### config.mk
export PLATFORM = sky130hd
export DESIGN_NAME = rxuartlite
export DESIGN_NICKNAME = d
export VERILOG_FILES = /design/src/rtl/rxuartlite.sv
export SDC_FILE = /design/constraint.sdc
export NUM_CORES = 1
export LEC_CHECK = 0
export BUFFER_PORTS_ARGS = -buffer_cell sky130_fd_sc_hd__clkbuf_2
export CORE_ASPECT_RATIO = 2
export CORE_MARGIN = 4
export CORE_UTILIZATION = 58
export CTS_CLUSTER_SIZE = 30
export DETAILED_ROUTE_END_ITERATION = 16
export GPL_TIMING_DRIVEN = 0
export PLACE_DENSITY = 0.75
export SLEW_MARGIN = 40
export SYNTH_ARGS = -nofsm -noshare
export SYNTH_HDL_FRONTEND = slang
export SYNTH_SLANG_ARGS = --single-unit
### constraint.sdc
create_clock -name i_clk -period 3 [get_ports i_clk]
set_clock_uncertainty 0.05 [all_clocks]
set_input_delay 0.15 -clock i_clk [delete_from_list [all_inputs] [get_ports i_clk]]
set_output_delay 0.15 -clock i_clk [all_outputs]
set_load 0.02 [all_outputs]
### src/rtl/rxuartlite.sv
// rxuartlite: 8N1 UART receiver with a one-byte holding register,
// sticky overrun / framing-error flags and a fixed end-to-end latency.
module rxuartlite #(
  parameter logic [9:0] CLOCKS_PER_BAUD = 10'd868,
  parameter logic [4:0] TIMING_BITS     = 5'd10
) (
  input  logic       i_clk,
  input  logic       i_rst_n,
  input  logic       i_uart_rx,
  input  logic       i_rd,
  output logic [7:0] o_data,
  output logic       o_valid,
  output logic       o_overrun,
  output logic       o_frame_err,
  output logic       o_busy
);

  localparam int unsigned CPB = 32'(CLOCKS_PER_BAUD);
  localparam int unsigned TW  = 32'(TIMING_BITS);

  // Half a bit lands the start-bit sample mid-bit; a full bit steps mid-bit to mid-bit.
  localparam logic [TW-1:0] HALF_LOAD = TW'(CPB / 2 - 1);
  localparam logic [TW-1:0] FULL_LOAD = TW'(CPB - 1);

  typedef enum logic [2:0] {
    S_IDLE,
    S_START,
    S_DATA,
    S_STOP,
    S_BREAK
  } state_t;

  logic [1:0]    r_sync;
  state_t        r_state;
  logic [TW-1:0] r_count;
  logic [2:0]    r_index;
  logic [7:0]    r_shift;
  logic          r_accept;
  logic          r_ferr_evt;
  logic [7:0]    r_data;
  logic          r_valid;
  logic          r_overrun;
  logic          r_frame_err;
  logic          r_busy;

  logic          w_rx;
  logic          w_count_zero;

  assign w_rx         = r_sync[1];
  assign w_count_zero = (r_count == '0);

  assign o_data      = r_data;
  assign o_valid     = r_valid;
  assign o_overrun   = r_overrun;
  assign o_frame_err = r_frame_err;
  assign o_busy      = r_busy;

  // Two-flop synchronizer for the asynchronous serial line (idles high).
  always_ff @(posedge i_clk or negedge i_rst_n) begin
    if (!i_rst_n) begin
      r_sync <= 2'b11;
    end else begin
      r_sync <= {r_sync[0], i_uart_rx};
    end
  end

  // Receiver state machine with saturating down-counter; emits one-cycle accept / framing-error events.
  always_ff @(posedge i_clk or negedge i_rst_n) begin
    if (!i_rst_n) begin
      r_state    <= S_IDLE;
      r_count    <= '0;
      r_index    <= 3'd0;
      r_shift    <= 8'd0;
      r_accept   <= 1'b0;
      r_ferr_evt <= 1'b0;
    end else begin
      r_accept   <= 1'b0;
      r_ferr_evt <= 1'b0;
      if (!w_count_zero) begin
        r_count <= r_count - TW'(1);
      end
      case (r_state)
        S_IDLE: begin
          if (!w_rx) begin
            r_state <= S_START;
            r_count <= HALF_LOAD;
          end
        end
        S_START: begin
          if (w_count_zero) begin
            if (!w_rx) begin
              r_state <= S_DATA;
              r_count <= FULL_LOAD;
              r_index <= 3'd0;
            end else begin
              r_state <= S_IDLE;
            end
          end
        end
        S_DATA: begin
          if (w_count_zero) begin
            r_shift[r_index] <= w_rx;
            r_count          <= FULL_LOAD;
            if (r_index == 3'd7) begin
              r_state <= S_STOP;
            end else begin
              r_index <= r_index + 3'd1;
            end
          end
        end
        S_STOP: begin
          if (w_count_zero) begin
            if (w_rx) begin
              r_accept <= 1'b1;
              r_state  <= S_IDLE;
            end else begin
              r_ferr_evt <= 1'b1;
              r_state    <= S_BREAK;
            end
          end
        end
        S_BREAK: begin
          if (w_rx) begin
            r_state <= S_IDLE;
          end
        end
        default: begin
          r_state <= S_IDLE;
        end
      endcase
    end
  end

  // Holding register and status flags; a set event always wins over a same-cycle read clear.
  always_ff @(posedge i_clk or negedge i_rst_n) begin
    if (!i_rst_n) begin
      r_data      <= 8'd0;
      r_valid     <= 1'b0;
      r_overrun   <= 1'b0;
      r_frame_err <= 1'b0;
      r_busy      <= 1'b0;
    end else begin
      r_busy <= (r_state != S_IDLE);

      if (r_accept) begin
        r_data <= r_shift;
      end

      if (r_accept) begin
        r_valid <= 1'b1;
      end else if (i_rd) begin
        r_valid <= 1'b0;
      end

      if (r_accept && r_valid && !i_rd) begin
        r_overrun <= 1'b1;
      end else if (i_rd && r_valid) begin
        r_overrun <= 1'b0;
      end

      if (r_ferr_evt) begin
        r_frame_err <= 1'b1;
      end else if (i_rd) begin
        r_frame_err <= 1'b0;
      end
    end
  end

endmodule
==> results.toml <==
[run_status]
status = "finished, final reports clean"

[synthesis]
ys_async_sr_fraction_pct = 100
synth_seq_area_share_pct = 52.0
yosysWarnings = 0
synth-seq-cells = 40
synth_edf_count = 0
syn_inst = 174
yosysTopAreaCell = "dfrtp_1"
yosys.cell_types.count = 46
synthFlopType = "dfrtp_1"
synth_area_leaders = "dfrtp_1 (49%), mux2_2 (5.8%), ha_1 (3.2%)"
synthesis.nets = 183
netlist_area_um2 = 1930
synth_top_area_share_pct = 49.3
synth_area_per_cell_um2 = 11.1

[worst_setup_path]
cp_common_cell = "ha_1"
crit_path_end_kind = "register"
endpoint = "r_count[0]$_DFF_PN0_"
crit_fanout = 9
crit_chain = "inv_1 > ha_1 > nor3b_2 > and3_1 > buf_6 > inv_4 > ha_1 > a21o_1 > o21ai_0 > o41ai_1"
crit_family = "simple AND/OR/NAND/NOR gates"
reg2reg_slack_ns = 0.54
crit_slowest_cell = "nor3b_2"
crit_cells = 10
path_class = "register to register"
path_buf_inv = 3
crit_required_ns = 3.11
r2r_cells = 10
crit_start = "r_count[0]$_DFF_PN0_"
worst-endpoint-arrival_ns = 2.57
r2r-start = "r_count[0]$_DFF_PN0_"
cp-start-kind = "register"
reg2reg_to = "r_count[0]$_DFF_PN0_"
slowest_delay_ns = 0.43

[sta]
min_period_ns = 2.46
rsz0062_at_grt = "no"
hold_viol = 0
drv_slew = 0
whs_ns = 0.306
setup_tns_ns = 0
finalSetupViolCount = 0
slew_headroom_pct = 62.2
max_freq_ghz = 0.407
tightest_slew_ns = 0.561
period_share_pct = 81.8

[die]
fp.dieArea_um2 = 4370
ios = 16
die_h_um = 89.5
fp.dieW_um = 48.8
coreArea_um2 = 3190
rows = 29
start_util_pct = 60.4

[placement]
place.gp.congestion = 0.840
portBuffers = 15
hpwl_um = 3080

[cts]
numClockSinks = 40
cts_tree = "built"
cts_buffers = 5
clk_latency_ns = 0.29
root_buffer = "clkbuf_8"
ctsLongestPathBuffers = 2
cts.htree.levels = 2
clkTransAtPathRegs_ns = 0.07

[route]
vias = 1471
wirelength_um = 4070
ant_nets = 0
drc = 0
drtIter0Drc = 60
wl_per_cell_um = 17.6
dr.pass1.iters = 4
vias_per_cell = 6.37

[power_and_ir_drop]
switchingPower_w = 0.000195
p_int_w = 0.000793
p_comb_share_pct = 2.4
vdd_ir_drop_max_v = 0.000389
swShare_pct = 19.7
pwr_density_cell_nw_per_um2 = 452
power_frac_seq_pct = 54.8
clockPowerShare_pct = 42.8
p_leak_nw = 1.05

[run]
max_cap_viol_count = 0

[cells_and_area]
fin_nets = 208
area_growth_syn_to_layout_pct = 13.4
layout_common_cells = "dfrtp_1 (38), clkbuf_2 (14), a21oi_1 (12)"
drive_above_1_share_pct = 22.5
n_antenna_cell = 0
final_common_cell = "dfrtp_1"

[global_route]
grt_max_degree = 41
grt_pass1_wl_um = 7240
gr-usage-all-layers_pct = 21.7
grt_antenna_before_repair = 0
grt_remaining_overflow = 0
grt_pass1_vias = 1587

[min_path]
hp-class = "register to register"
[metal layers]
| layer | share of wire (%) | track usage [%] |
|---|---|---|
| met5 | 0 | 0 |
| met2 | 58 | 41.8 |
| met1 | 34 | 20.0 |
| met4 | 5.4 | 15.2 |
| met3 | 3.4 | 3.84 |
[worst register-to-register path, stage by stage (launching register included)]
cell	delay, ns
dfrtp_1	0.41
inv_1	0.13
ha_1	0.23
nor3b_2	0.43
and3_1	0.24
buf_6	0.15
inv_4	0.07
ha_1	0.30
a21o_1	0.17
o21ai_0	0.06
o41ai_1	0.10
[synthesized netlist by cell type, drive strengths merged, types with 2 or more instances]
cell type / n
dfrtp: 38
o21ai: 12
o31ai: 8
o41ai: 2
mux2: 13
or3b: 2
nor2: 8
a21oi: 12
nand3: 3
nand4: 2
clkbuf: 5
or4: 3
nand2b: 6
inv: 7
nand3b: 3
a211oi: 2
nor2b: 2
and3: 3
ha: 5
a211o: 2
buf: 2
dfstp: 2
nor3: 9
nand2: 7
nor4: 2
a21o: 3
[through the flow]
stage,worst slack [ns],util (%),instances,power (W),instance area [um2]
after floorplan,0.919,-,174,0.000558,1930
after global placement,0.669,63.9,220,0.000572,2040
after detailed placement,0.592,64.0,220,0.000573,2040
after CTS,0.565,68.5,231,0.00100,2190
after global routing,0.380,68.5,231,0.00103,2190
final,0.545,68.5,231,0.000988,2190
[power by group through the flow]
stage / registers (W) / logic (W) / clock network [W]
floorplan: 0.000552 / 0.00000595 / 0
global placement: 0.000552 / 0.0000200 / 0
detailed placement: 0.000552 / 0.0000214 / 0
CTS: 0.000541 / 0.0000244 / 0.000436
global route: 0.000542 / 0.0000272 / 0.000464
finish: 0.000542 / 0.0000238 / 0.000422
[worst min-delay path by stage]
stage                             to  depth (start not counted)           startpoint  slack (ns)
2_1_floorplan       o_busy$_DFF_PN0_                          0              i_rst_n       -0.20
3_3_place_gp     r_sync[0]$_DFF_PN1_                          1            i_uart_rx        0.19
3_5_place_dp   o_overrun$_DFFE_PN0P_                          1              i_rst_n        0.14
4_1_cts          r_sync[1]$_DFF_PN1_                          0  r_sync[0]$_DFF_PN1_        0.31
5_1_grt          r_sync[1]$_DFF_PN1_                          0  r_sync[0]$_DFF_PN1_        0.32
6_report         r_sync[1]$_DFF_PN1_                          0  r_sync[0]$_DFF_PN1_        0.31
[area by class of cell]
cell class / count / area [um2]
buffer: 7 / 37.5
clock buffer: 5 / 68.8
clock inverter: 3 / 42.5
fill: 262 / 1010
inverter: 7 / 28.8
multi-input combinational: 120 / 858
sequential: 40 / 1000
tap: 31 / 38.8
timing repair buffer: 18 / 108
[sequential cells by signal, summed over array words and instances, names as in the netlist]
register / flops
o_overrun: 1
r_sync: 2
o_valid: 1
r_index: 3
r_ferr_evt: 1
o_busy: 1
r_count: 10
r_state: 3
o_data: 8
o_frame_err: 1
r_accept: 1
r_shift: 8
[cell families (layout without fill, tap and decap cells)]
family / Yosys count / in the layout / share of synthesized area, %
AOI/OAI and AO/OA: 45 / 45 / 15.3
DFF: 40 / 40 / 52.0
and+or+nand+nor: 56 / 56 / 17.9
muxes: 14 / 14 / 8.11
buffers and inverters: 14 / 40 / 3.44
adders and majority gates: 5 / 5 / 3.24
[timing repair]
action / CTS / global route
hold buffers: 3 / 0
endpoints found under the setup margin: 0 / 0
setup buffers: 0 / 0
hold endpoints to repair: 40 / 0
gates resized for setup: 0 / 0
Note: power is estimated with default switching activity, not from simulation.
